`src/rtl/uc_arbiter_unit.sv`:
```
// uc_arbiter_unit: unit-clause arbiter. It checks literals for duplicates and conflicts, then forwards new ones.
//   clk, rst (async, active-high)
//   mem2uca_valid/mem2uca_done/mem2uca : initial unit clauses from memory (LOAD state)
//   eng2uca_valid/eng2uca_empty/eng2uca: literal from the granted engine (ARB state)
//   uca2ucq : accepted new literal, one cycle after sampling (0 = none)
//   engmask : one-hot round-robin engine grant (0 = no grant)
//   conflict: sticky, set once a literal and its negation are both seen
module uc_arbiter_unit #(
    parameter int UC_LENGTH  = 1024,
    parameter int NUM_ENGINE = 4,
    localparam int W  = $clog2(UC_LENGTH) + 1,
    localparam int IW = $clog2(UC_LENGTH)
)(
    input  logic                  clk,
    input  logic                  rst,
    input  logic                  mem2uca_valid,
    input  logic                  mem2uca_done,
    input  logic signed [W-1:0]   mem2uca,
    input  logic                  eng2uca_valid,
    input  logic                  eng2uca_empty,
    input  logic signed [W-1:0]   eng2uca,
    output logic signed [W-1:0]   uca2ucq,
    output logic [NUM_ENGINE-1:0] engmask,
    output logic                  conflict
);
    typedef enum logic [1:0] {LOAD, ARB, CONFLICT} state_t;
    localparam logic [W-1:0] LIM = W'(UC_LENGTH);
    state_t state, state_next;
    logic [UC_LENGTH-1:0] pos_seen, neg_seen;
    logic [NUM_ENGINE-1:0] grant, grant_next, grant_rot;
    logic signed [W-1:0] cand;
    logic [W-1:0] mag;
    logic [IW-1:0] idx;
    logic cand_valid, neg, in_range, dup, opp, is_new, is_conf;
    // Empty beats valid: an engine reporting empty never has its literal taken.
    always_comb begin
        cand_valid = (state == LOAD) ? mem2uca_valid :
                     (state == ARB)  ? (eng2uca_valid && !eng2uca_empty) : 1'b0;
        cand       = (state == LOAD) ? mem2uca : eng2uca;
        neg        = cand[W-1];
        mag        = neg ? -cand : cand;
        idx        = mag[IW-1:0];
        in_range   = (cand != '0) && (mag < LIM);
        dup        = neg ? neg_seen[idx] : pos_seen[idx];
        opp        = neg ? pos_seen[idx] : neg_seen[idx];
        is_new     = cand_valid && in_range && !dup && !opp;
        is_conf    = cand_valid && in_range && !dup && opp;
    end
    always_comb begin
        grant_rot  = (grant << 1) | (grant >> (NUM_ENGINE - 1));
        grant_next = (state == LOAD) ? (mem2uca_done ? NUM_ENGINE'(1) : '0) :
                     (state == ARB && (eng2uca_empty || eng2uca_valid)) ? grant_rot : grant;
    end
    always_ff @(posedge clk or posedge rst) begin
        if (rst)
            state <= LOAD;
        else
            state <= state_next;
    end
    always_comb begin
        state_next = is_conf ? CONFLICT : (state == LOAD && mem2uca_done) ? ARB : state;
    end
    always_comb begin
        engmask  = (state == ARB) ? grant : '0;
        conflict = (state == CONFLICT);
    end
    always_ff @(posedge clk or posedge rst) begin
        if (rst) begin
            pos_seen <= '0;
            neg_seen <= '0;
            uca2ucq  <= '0;
            grant    <= '0;
        end else begin
            if (is_new && !neg)
                pos_seen[idx] <= 1'b1;
            if (is_new && neg)
                neg_seen[idx] <= 1'b1;
            uca2ucq <= is_new ? cand : '0;
            grant   <= grant_next;
        end
    end
endmodule

```
`config.mk`:
```
export PLATFORM = sky130hd
export DESIGN_NAME = uc_arbiter_unit
export DESIGN_NICKNAME = d
export VERILOG_FILES = /design/src/rtl/uc_arbiter_unit.sv
export SDC_FILE = /design/constraint.sdc
export NUM_CORES = 2
export LEC_CHECK = 0
export CAP_MARGIN = 20
export CORE_MARGIN = 2
export CORE_UTILIZATION = 45
export CTS_CLUSTER_SIZE = 25
export DETAILED_ROUTE_END_ITERATION = 12
export GPL_ROUTABILITY_DRIVEN = 0
export PLACE_DENSITY = 0.69
export SETUP_SLACK_MARGIN = 0.2
export SLEW_MARGIN = 40
export SYNTH_ARGS = -nofsm -noshare
export SYNTH_HDL_FRONTEND = slang
export SYNTH_SLANG_ARGS = --single-unit
export TNS_END_PERCENT = 10
```
`constraint.sdc`:
```
create_clock -name clk -period 149.3 [get_ports clk]
set_input_delay 29.86 -clock clk [delete_from_list [all_inputs] [get_ports clk]]
set_output_delay 29.86 -clock clk [all_outputs]
set_load 0.01 [all_outputs]
```
==> Implementation_results.wiki <==
{| class="wikitable"
! Metric !! Value
|-
| Die outline height || ~460 um
|-
| Post-CTS Setup Repair Bufs || 0
|-
| Proportion of synthesized chip area in sequential cells || 0.552
|-
| TritonCTS Sinks || between 2000 and 2500
|-
| Final setup slack of the worst path || 108.77 ns
|-
| Layout cell share with drive strength beyond 1 || 0.164
|-
| Wire length of the first global-routing pass || 430000 um
|-
| Number of cell instances on the worst register-to-register path || 23
|-
| Boundary pin count || 44
|-
| Count of standard-cell rows || around 170
|-
| Sum of net half-perimeters after detailed placement || 166000 um
|-
| Clock Root Buffer || sky130_fd_sc_hd__clkbuf_16
|-
| Max frequency || 24.7 MHz
|-
| Setup repair after global routing missed its margin || false
|-
| Register bit count reported by yosys || between 2000 and 2500
|-
| Count of cell types in the netlist || 87
|-
| Peak fanout along the critical path || between 100 and 150
|-
| Clock skew || ~0.043 ns
|-
| Reg-to-reg critical path endpoint || pos_seen[171]
|-
| Total Routing Usage GR || 0.264
|-
| Slew Limit Headroom || 0.377
|-
| Hold Slack || 0.458 ns
|-
| Portion of the clock cycle consumed by the worst path in the final layout || 0.271
|-
| Drt first-iter violations || 8705
|-
| Growth of design area from synthesis to finish || 9.12%
|-
| Clock buffers created by TritonCTS || 201
|-
| Internal reg-to-reg setup slack || 137.29 ns
|-
| Clock network latency to the later pin of the worst-skew pair || 0.87 ns
|-
| Via count of the routed design || about 67000
|-
| Startpoint type of the worst setup path || input pin
|-
| Critical path start-end classification || input pin to register
|-
| Capturing element of the worst setup path || pos_seen[171]
|-
| CTS H-Tree Depth || 4
|-
| Signal arrival time at the worst endpoint || 41.32 ns
|-
| Setup Slack @ Placement || approximately 110 ns
|-
| Horizontal die dimension || approximately 460 um
|-
| Hold_buf cts || 0
|-
| Worst EP required || 150.09 ns
|-
| Post-detailed-route via-to-cell ratio || 6.94
|-
| Mean cell area of the mapped netlist || 13.2 um^2
|-
| Number of port buffers || 43
|-
| Least-Margin Pin Slew || around 0.9 ns
|-
| Worst hold-check path type || register to register
|-
| Largest net degree at the start of global routing || approximately 200
|-
| Largest stage delay on the critical path || 0.72 ns
|-
| Final instance area || 102000 um^2
|-
| Post-synthesis cell area || 93700 um^2
|-
| Master of the slowest instance on the critical path || sky130_fd_sc_hd__buf_4
|-
| Via count of the first global-routing pass || 66800
|-
| Number of instances on the worst hold path || 1
|-
| Endpoints failing setup || 0
|-
| Outcome || finished clean
|-
| Synthesized instance count || 7080
|-
| Predominant post-synthesis flop cell || sky130_fd_sc_hd__dfrtp_1
|-
| Post-synth EDFFs || 0
|-
| Most frequent cells in the layout || sky130_fd_sc_hd__dfrtp_1 (2065), sky130_fd_sc_hd__a31o_1 (1509), sky130_fd_sc_hd__nand2_1 (485)
|-
| Final min period || 40.53 ns
|-
| Full die area || 212000 um^2
|-
| Clock tree buffer depth || 3
|-
| Final hold vios || 0
|-
| Total length of routed wires || about 280000 um
|-
| Area inside the core boundary || 207000 um^2
|-
| Start of the worst register-to-register path || state[0]
|-
| Placed standard-cell area || 94900 um^2
|-
| Initial core utilization || 0.452
|-
| Count of final max-slew check failures || 0
|-
| TritonCTS clock tree || done
|-
| Most common cell after layout, fill and taps aside || sky130_fd_sc_hd__dfrtp_1
|-
| Post-route total power || 1190 uW
|-
| Clock edge transition at the registers on the reported setup and hold paths || about 0.060 ns
|-
| Maximum capacitance violations || 0
|-
| Max IR drop VDD || about 0.013 mV
|-
| Fraction of synthesis flops using an asynchronous set or reset pin || 1.00
|-
| P per Cell Area || 11.6 nW/um^2
|-
| Synthesized net count || 7109
|-
| Remaining number of nets flagged by the antenna check after routing || 0
|-
| Count of synthesis-stage warnings from yosys || 0
|-
| Post-layout net count || 6733
|-
| GR Overflow Total || 0
|-
| Number of antenna violations at the first check in global routing || 3
|-
| Drt drc || 0
|-
| Final-layout setup total negative slack || 0 ns
|-
| Static Leakage || 0.0480 uW
|-
| Launch point of the critical path || mem2uca[0]
|-
| Chain of cells forming the critical path || clkdlybuf4s50_1 -> or3b_4 -> nand2_8 -> inv_8 -> ha_1 -> mux2i_1 -> mux2i_4 -> buf_4 -> buf_12 -> buf_4 -> mux4_2 -> mux2i_1 -> o22ai_1 -> or4_1 -> o211ai_1 -> o21ai_0 -> nor4_2 -> and3_4 -> buf_12 -> buf_16 -> buf_6 -> buf_6 -> a41o_1
|-
| First-pass iteration count of the detailed router || 6
|-
| Element type at the critical path end || register
|-
| Routed length per instance || about 29 um
|-
| Number of cells upsized or downsized after cts || 0
|}
## layer usage
layer | GRT usage | vias to the layer above | share of wire
met4 | 0.125 | 2 | 0.048
li1 | - | 27200 | -
met3 | 0.0567 | 708 | 0.087
met2 | 0.400 | 3250 | 0.46
met1 | 0.364 | 35900 | 0.40
met5 | 0 | - | 0.000036
## stage by stage
step | instances | util
6_report | 9670 | 0.494
2_1_floorplan | 7080 | -
5_1_grt | 9668 | 0.493
3_3_place_gp | 9269 | 0.456
4_1_cts | 9654 | 0.492
3_5_place_dp | 9279 | 0.458
## synth_stat cells (22+ instances only)
library cell	number	area, um^2
sky130_fd_sc_hd__clkbuf_1	361	1360
sky130_fd_sc_hd__buf_1	22	82.6
sky130_fd_sc_hd__mux4_2	357	8040
sky130_fd_sc_hd__o22ai_1	63	394
sky130_fd_sc_hd__nand2_1	489	1840
sky130_fd_sc_hd__buf_6	163	1840
sky130_fd_sc_hd__a21oi_1	90	450
sky130_fd_sc_hd__buf_4	52	390
sky130_fd_sc_hd__a31o_1	1509	13200
sky130_fd_sc_hd__nor2_1	297	1110
sky130_fd_sc_hd__a211oi_1	72	541
sky130_fd_sc_hd__mux2i_1	232	2320
sky130_fd_sc_hd__and3_1	85	532
sky130_fd_sc_hd__nand3_1	90	450
sky130_fd_sc_hd__dfrtp_1	2065	51700
sky130_fd_sc_hd__a311o_1	48	480
sky130_fd_sc_hd__nor3_1	27	135
sky130_fd_sc_hd__buf_2	177	886
sky130_fd_sc_hd__o21ai_0	52	260
sky130_fd_sc_hd__a41o_1	387	3870
sky130_fd_sc_hd__a311oi_1	25	219
sky130_fd_sc_hd__a31o_2	155	1360
## worst max-delay path, delay by kind of cell
kind | cells | cell delay (ns)
buf+inv | 9 | 5.01
simple gates | 5 | 2.87
mux | 4 | 1.77
compound gates | 4 | 0.72
fa+ha+maj | 1 | 0.41
## flip-flops by register name, summed over array words and instances, names as in the netlist
name / flops
grant: 4
neg_seen: 1024
pos_seen: 1024
state: 2
uca2ucq: 11
## where the power goes
part           switching, uW  internal [uW]  leakage, uW  total, uW
sequential                 0            560       0.0288        560
combinational           77.4           20.9       0.0157       98.3
clock                    223            307      0.00342        530
total                    301            888       0.0480       1190
## cells by family after synthesis
kind of cell             count (synthesis)  share of synthesized area
flip-flops                            2065                      0.552
AO/OA/AOI/OAI                         2556                      0.236
XOR/XNOR                                13                    0.00130
adder cells (fa/ha/maj)                  1                   0.000134
buffers and inverters                  793                     0.0512
AND/OR/NAND/NOR                       1060                     0.0490
multiplexers                           592                      0.111
## worst min path at each step
stage / start / endpoint / slack, ns
after global placement: neg_seen[310] / neg_seen[310] / 0.44
after global routing: pos_seen[607] / pos_seen[607] / 0.47
after detailed placement: neg_seen[812] / neg_seen[812] / 0.45
after CTS: neg_seen[868] / neg_seen[868] / 0.46
after floorplan: neg_seen[142] / neg_seen[142] / 0.43
final: neg_seen[316] / neg_seen[316] / 0.46
## area by class of cell
type | instances | area, um^2
multi-input cells | 4222 | 37700
clock inverters | 65 | 791
flip-flops and latches | 2065 | 51700
diodes | 6 | 15.0
inverters | 7 | 46.3
repair buffers | 207 | 2390
well taps | 2788 | 3490
fillers | 17600 | 105000
clock buffers | 310 | 6110
Power figures use the tool's default switching activity.
